==> src/rtl/display_pkg.sv <==
// rtl/display_pkg.sv - shared Code-B constants, state enum and digit formatting helpers
package display_pkg;

  localparam logic [3:0]  CODEB_DASH  = 4'hA;
  localparam logic [3:0]  CODEB_BLANK = 4'hF;
  localparam logic [31:0] BCD_MAX_DEC = 32'd99_999_999;
  localparam logic [31:0] BCD_MAX_NEG = 32'd9_999_999;
  localparam logic [31:0] BCD_ALL_DASH = {8{CODEB_DASH}};

  typedef enum logic [1:0] {
    ST_IDLE,
    ST_CONVERT,
    ST_BLANK,
    ST_DONE
  } bin2bcd_state_t;

  // Replace leading zero digits with blanks; the units digit always stays visible.
  function automatic logic [31:0] blank_leading(input logic [31:0] bcd);
    logic [31:0] res;
    logic        lead;
    res  = bcd;
    lead = 1'b1;
    for (int i = 7; i >= 1; i--) begin
      if (lead && (bcd[i*4 +: 4] == 4'h0)) begin
        res[i*4 +: 4] = CODEB_BLANK;
      end else begin
        lead = 1'b0;
      end
    end
    return res;
  endfunction

  // Position of the most significant non-zero digit, 0 when the value is below 10.
  function automatic logic [2:0] msd_index(input logic [31:0] bcd);
    logic [2:0] idx;
    idx = 3'd0;
    for (int i = 1; i <= 7; i++) begin
      if (bcd[i*4 +: 4] != 4'h0) begin
        idx = 3'(i);
      end
    end
    return idx;
  endfunction

endpackage

==> src/rtl/dabble_adjust.sv <==
// rtl/dabble_adjust.sv - double-dabble add-3 correction across eight BCD nibbles
module dabble_adjust (
  input  logic [31:0] bcd_in,
  output logic [31:0] bcd_out
);

  for (genvar n = 0; n < 8; n++) begin : g_nib
    assign bcd_out[n*4 +: 4] = (bcd_in[n*4 +: 4] >= 4'd5) ? (bcd_in[n*4 +: 4] + 4'd3)
                                                           : bcd_in[n*4 +: 4];
  end

endmodule

==> src/rtl/bin2bcd_fmt.sv <==
// rtl/bin2bcd_fmt.sv - sequential binary to Code-B converter with blanking and overflow dashes
// Optional two's-complement input with minus sign: define BIN2BCD_FMT_SIGNED_EN.
module bin2bcd_fmt
  import display_pkg::*;
#(
  parameter int WIDTH = 27
) (
  input  logic             clock,
  input  logic             rst,
  input  logic             in_valid,
  output logic             in_ready,
  input  logic [WIDTH-1:0] in_bin,
  input  logic             blank_en,
  output logic             busy,
  output logic [31:0]      out_num,
  output logic             out_latch
);

  localparam int CNT_W = $clog2(WIDTH + 1);

  bin2bcd_state_t   state_q, state_d;
  logic [WIDTH-1:0] sh_q, sh_d;
  logic [31:0]      acc_q, acc_d;
  logic [CNT_W-1:0] cnt_q, cnt_d;
  logic             flag_q, flag_d;
  logic [31:0]      out_num_q, out_num_d;
  logic             out_latch_q, out_latch_d;

  logic [31:0]      acc_adj;
  logic [WIDTH-1:0] cap_mag;
  logic             cap_ovf;
  logic [31:0]      fmt_word;

  assign in_ready  = (state_q == ST_IDLE) && !rst;
  assign busy      = (state_q != ST_IDLE);
  assign out_num   = out_num_q;
  assign out_latch = out_latch_q;

  dabble_adjust u_adjust (
    .bcd_in  (acc_q),
    .bcd_out (acc_adj)
  );

`ifdef BIN2BCD_FMT_SIGNED_EN
  logic neg_q, neg_d;
  logic cap_neg;

  // The most negative input wraps to itself, which is exactly its unsigned magnitude.
  always_comb begin
    cap_neg = in_bin[WIDTH-1];
    cap_mag = cap_neg ? (~in_bin + 1'b1) : in_bin;
    cap_ovf = cap_neg ? (32'(cap_mag) > BCD_MAX_NEG) : (32'(cap_mag) > BCD_MAX_DEC);
  end

  always_comb begin
    fmt_word = flag_q ? blank_leading(acc_q) : acc_q;
    if (neg_q) begin
      if (flag_q) begin
        for (int i = 0; i < 7; i++) begin
          if (msd_index(acc_q) == 3'(i)) begin
            fmt_word[(i+1)*4 +: 4] = CODEB_DASH;
          end
        end
      end else begin
        fmt_word[31:28] = CODEB_DASH;
      end
    end
  end
`else
  always_comb begin
    cap_mag = in_bin;
    cap_ovf = (32'(in_bin) > BCD_MAX_DEC);
  end

  always_comb begin
    fmt_word = flag_q ? blank_leading(acc_q) : acc_q;
  end
`endif

  always_comb begin
    state_d     = state_q;
    sh_d        = sh_q;
    acc_d       = acc_q;
    cnt_d       = cnt_q;
    flag_d      = flag_q;
    out_num_d   = out_num_q;
    out_latch_d = 1'b0;
`ifdef BIN2BCD_FMT_SIGNED_EN
    neg_d       = neg_q;
`endif
    case (state_q)
      ST_IDLE: begin
        if (in_valid && in_ready) begin
          if (cap_ovf) begin
            out_num_d   = BCD_ALL_DASH;
            out_latch_d = 1'b1;
            state_d     = ST_DONE;
          end else begin
            sh_d    = cap_mag;
            acc_d   = 32'h0;
            cnt_d   = CNT_W'(WIDTH);
            flag_d  = blank_en;
`ifdef BIN2BCD_FMT_SIGNED_EN
            neg_d   = cap_neg;
`endif
            state_d = ST_CONVERT;
          end
        end
      end
      ST_CONVERT: begin
        {acc_d, sh_d} = {acc_adj, sh_q} << 1;
        cnt_d = cnt_q - 1'b1;
        if (cnt_q == CNT_W'(1)) begin
          state_d = ST_BLANK;
        end
      end
      ST_BLANK: begin
        out_num_d   = fmt_word;
        out_latch_d = 1'b1;
        state_d     = ST_DONE;
      end
      ST_DONE: begin
        state_d = ST_IDLE;
      end
      default: begin
        state_d = ST_IDLE;
      end
    endcase
  end

  always_ff @(posedge clock) begin
    if (rst) begin
      state_q     <= ST_IDLE;
      sh_q        <= '0;
      acc_q       <= 32'h0;
      cnt_q       <= '0;
      flag_q      <= 1'b0;
      out_num_q   <= 32'h0;
      out_latch_q <= 1'b0;
`ifdef BIN2BCD_FMT_SIGNED_EN
      neg_q       <= 1'b0;
`endif
    end else begin
      state_q     <= state_d;
      sh_q        <= sh_d;
      acc_q       <= acc_d;
      cnt_q       <= cnt_d;
      flag_q      <= flag_d;
      out_num_q   <= out_num_d;
      out_latch_q <= out_latch_d;
`ifdef BIN2BCD_FMT_SIGNED_EN
      neg_q       <= neg_d;
`endif
    end
  end

endmodule

==> config.mk <==
export PLATFORM = sky130hd
export DESIGN_NAME = bin2bcd_fmt
export DESIGN_NICKNAME = d
export VERILOG_FILES = /design/src/rtl/display_pkg.sv /design/src/rtl/dabble_adjust.sv /design/src/rtl/bin2bcd_fmt.sv
export SDC_FILE = /design/constraint.sdc
export NUM_CORES = 1
export LEC_CHECK = 0
export ABC_AREA = 1
export CORE_UTILIZATION = 35
export DETAILED_ROUTE_END_ITERATION = 6
export HOLD_SLACK_MARGIN = 0.08
export PLACE_DENSITY = 0.62
export SYNTH_ARGS = -nofsm -noshare
export SYNTH_HDL_FRONTEND = slang
export SYNTH_HIERARCHICAL = 1
export SYNTH_SLANG_ARGS = --single-unit
==> constraint.sdc <==
create_clock -name clock -period 1.52 [get_ports clock]
set_input_delay 0.228 -clock clock [delete_from_list [all_inputs] [get_ports clock]]
set_output_delay 0.228 -clock clock [all_outputs]
set_load 0.02 [all_outputs]
==> impl_metrics.env <==
export IMPL_p_sw_mw=5.86
export IMPL_vias_per_cell=4.86
export IMPL_fin_crit_ns=1.59
export IMPL_utilization_pct=50.3
export IMPL_die_area_sq_um=17200
export IMPL_cts_made_buffers=9
export IMPL_grt_pass1_wl_um=25600
export IMPL_clkSinkCount=100
export IMPL_grt_util_all_layers_pct=18.0
export IMPL_row_count=46
export IMPL_diodes=0
export IMPL_die_width_um=131
export IMPL_pre_cts_ws_ns=-0.498
export IMPL_timing_final_ws_setup_ns=-0.0745
export IMPL_dp_cells=1181
export IMPL_grt_antenna_before_repair=0
export IMPL_wl_per_cell_um=12.8
export IMPL_maxCapViolations=0
export IMPL_core_sq_um=16100
export IMPL_required_ns=1.29
export IMPL_clk_pin_slew_ns=0.07
export IMPL_hold_viol_final=0
export IMPL_p_int_mw=7.84
export IMPL_dr_pass1_iters=7
export IMPL_boundaryPins=66
export IMPL_clkPwrFrac_pct=18.8
export IMPL_clk_latency_ns=0.35
export IMPL_synth_cells=876
export IMPL_ys_warn_count=6
export IMPL_cts_tree="done"
export IMPL_drt_initial_drc_count=350
export IMPL_p_total_mw=13.7
export IMPL_overflow=0
export IMPL_syn_area_sq_um=5840
export IMPL_relSlewSlack_pct=75.7
export IMPL_p_sw_share_pct=42.8
export IMPL_fill_cells=1614
export IMPL_finalNetCount=1045
export IMPL_critical_path_arrival_ns=1.37
export IMPL_dr_total_vias=5893
export IMPL_drv_slew=0
export IMPL_htree_levels=3
export IMPL_syn_num_nets=929
export IMPL_layoutNonFillerInstCount=1213
export IMPL_place_congestion=0.817
export IMPL_path_class="register to primary output"
export IMPL_violations="setup timing"
export IMPL_grt_pass1_vias=5409
export IMPL_cp_start_kind="register"
export IMPL_p_leak_nw=3.66
export IMPL_place_port_buffers=65
export IMPL_dp_hpwl_um=10200
export IMPL_power_density_nw_per_um2=1690
export IMPL_initial_core_util_pct=36.2
export IMPL_die_y_um=131
export IMPL_drtAntennaViolNets=0
export IMPL_ir_drop_mv=0.717
export IMPL_hold_class="input port to register"
export IMPL_skew_ns=0.00775
export IMPL_status="finished, violations left"
export IMPL_power_frac_seq_pct=28.2
export IMPL_worstSetupEndpointType="primary output"
export IMPL_setup_worst_path_start="state_q[0]"
export IMPL_fmaxAchievable_ghz=0.627
export IMPL_routed_wl_um=15600
export IMPL_critical_path_peak_fanout=2
export IMPL_drc=0
export IMPL_clk_path_buf_depth=2
export IMPL_tightestPinTransition_ns=0.365
export IMPL_rsz0062_at_grt="yes"
export IMPL_synth_area_per_cell_sq_um=6.67
export IMPL_clockRootBuffer="clkbuf_16"
export IMPL_pwr_share_comb_pct=53.0
export IMPL_fin_tns_setup_ns=-2.99
export IMPL_finalCritPeriodShare_pct=105
export IMPL_reg2reg_from="state_q[1]"
export IMPL_grt_start_max_net_pins=37
export IMPL_worstHoldStart="in_bin[12]"
export IMPL_finalSetupViolations=78
export IMPL_drive_gt1_share_pct=26.1
export IMPL_syn_to_final_growth_pct=38.8
[worst paths after layout]
path,cells past startpoint,slack (ns),end
min,5,0.37,sh_q[12]
max,7,-0.07,in_ready
max reg2reg,12,-0.07,acc_q[8]
min reg2reg,2,0.48,out_num[1]
[cell usage in the layout, fill, tap and decap left out, types with 3 or more instances in the layout]
cell type / instances
clkbuf_16: 11
dlygate4sd2_1: 44
nor2_2: 20
dlymetal6s2s_1: 3
nand3_2: 7
nand2_4: 6
o21ai_1: 33
nand3_4: 3
inv_1: 86
clkdlybuf4s50_1: 16
nor2_4: 13
o211ai_1: 25
nand2_1: 177
buf_12: 10
a31oi_1: 3
buf_4: 62
o21ai_0: 54
nand4_1: 5
buf_6: 11
inv_2: 12
nor3_1: 5
nand3_1: 26
dfxtp_2: 4
a21oi_2: 51
ha_1: 19
or2_2: 3
nand2_2: 13
nor2_1: 111
dfxtp_1: 96
o21ai_2: 8
a21oi_1: 32
[metal layers]
layer / GRT usage [%] / up-vias / wire length (um)
li1: - / 3053 / -
met2: 30.0 / 117 / 7310
met1: 23.6 / 2706 / 7450
met4: 5.49 / 0 / 216
met3: 3.16 / 17 / 573
met5: 0 / - / 0
[critical path, cell delays in order, from the launching register on]
cell and delay (ns):
dfxtp_2 0.33, inv_2 0.05, ha_4 0.17, inv_6 0.05, nor2_4 0.03, buf_4 0.13, buf_4 0.12, buf_6 0.12
[power groups by stage]
stage          registers [mW]  logic [mW]  clock network (mW)
2_1_floorplan            4.06        4.06                   0
3_3_place_gp             3.89        6.20                   0
3_5_place_dp             3.89        6.21                   0
4_1_cts                  3.84        6.67                2.64
5_1_grt                  3.97        8.03                2.75
6_report                 3.86        7.26                2.58
[layout make-up]
cell class	count	area [sq um]	share of cell area (%)
Sequential cell	100	2010	24.8
Clock buffer	11	253	3.12
Timing Repair Buffer	153	1510	18.7
Inverter	102	405	5.00
Clock inverter	5	81.3	1.00
Tap cell	216	270	3.33
Multi-Input combinational cell	626	3580	44.1
[what timing repair did]
item / 4_1_cts / 5_1_grt
pin swaps: 5 / 18
hold buffers: 0 / 0
gates cloned: 2 / 3
gates resized for setup: 127 / 72
setup buffers: 8 / 4
setup endpoints to repair: 129 / 101
[state kept, by name (all words and copies together), names as in the netlist]
signal	cells
cnt_q	5
out_num	32
flag_q	1
acc_q	32
sh_q	27
out_latch	1
state_q	2
[per-stage QoR]
stage	hold slack, ns	instance area [sq um]
after CTS	0.332	7770
after floorplan	0.372	5920
after detailed placement	0.469	7160
after global placement	0.470	7160
final	0.374	8110
after global routing	0.411	8110
(Power assumes the default switching activity.)
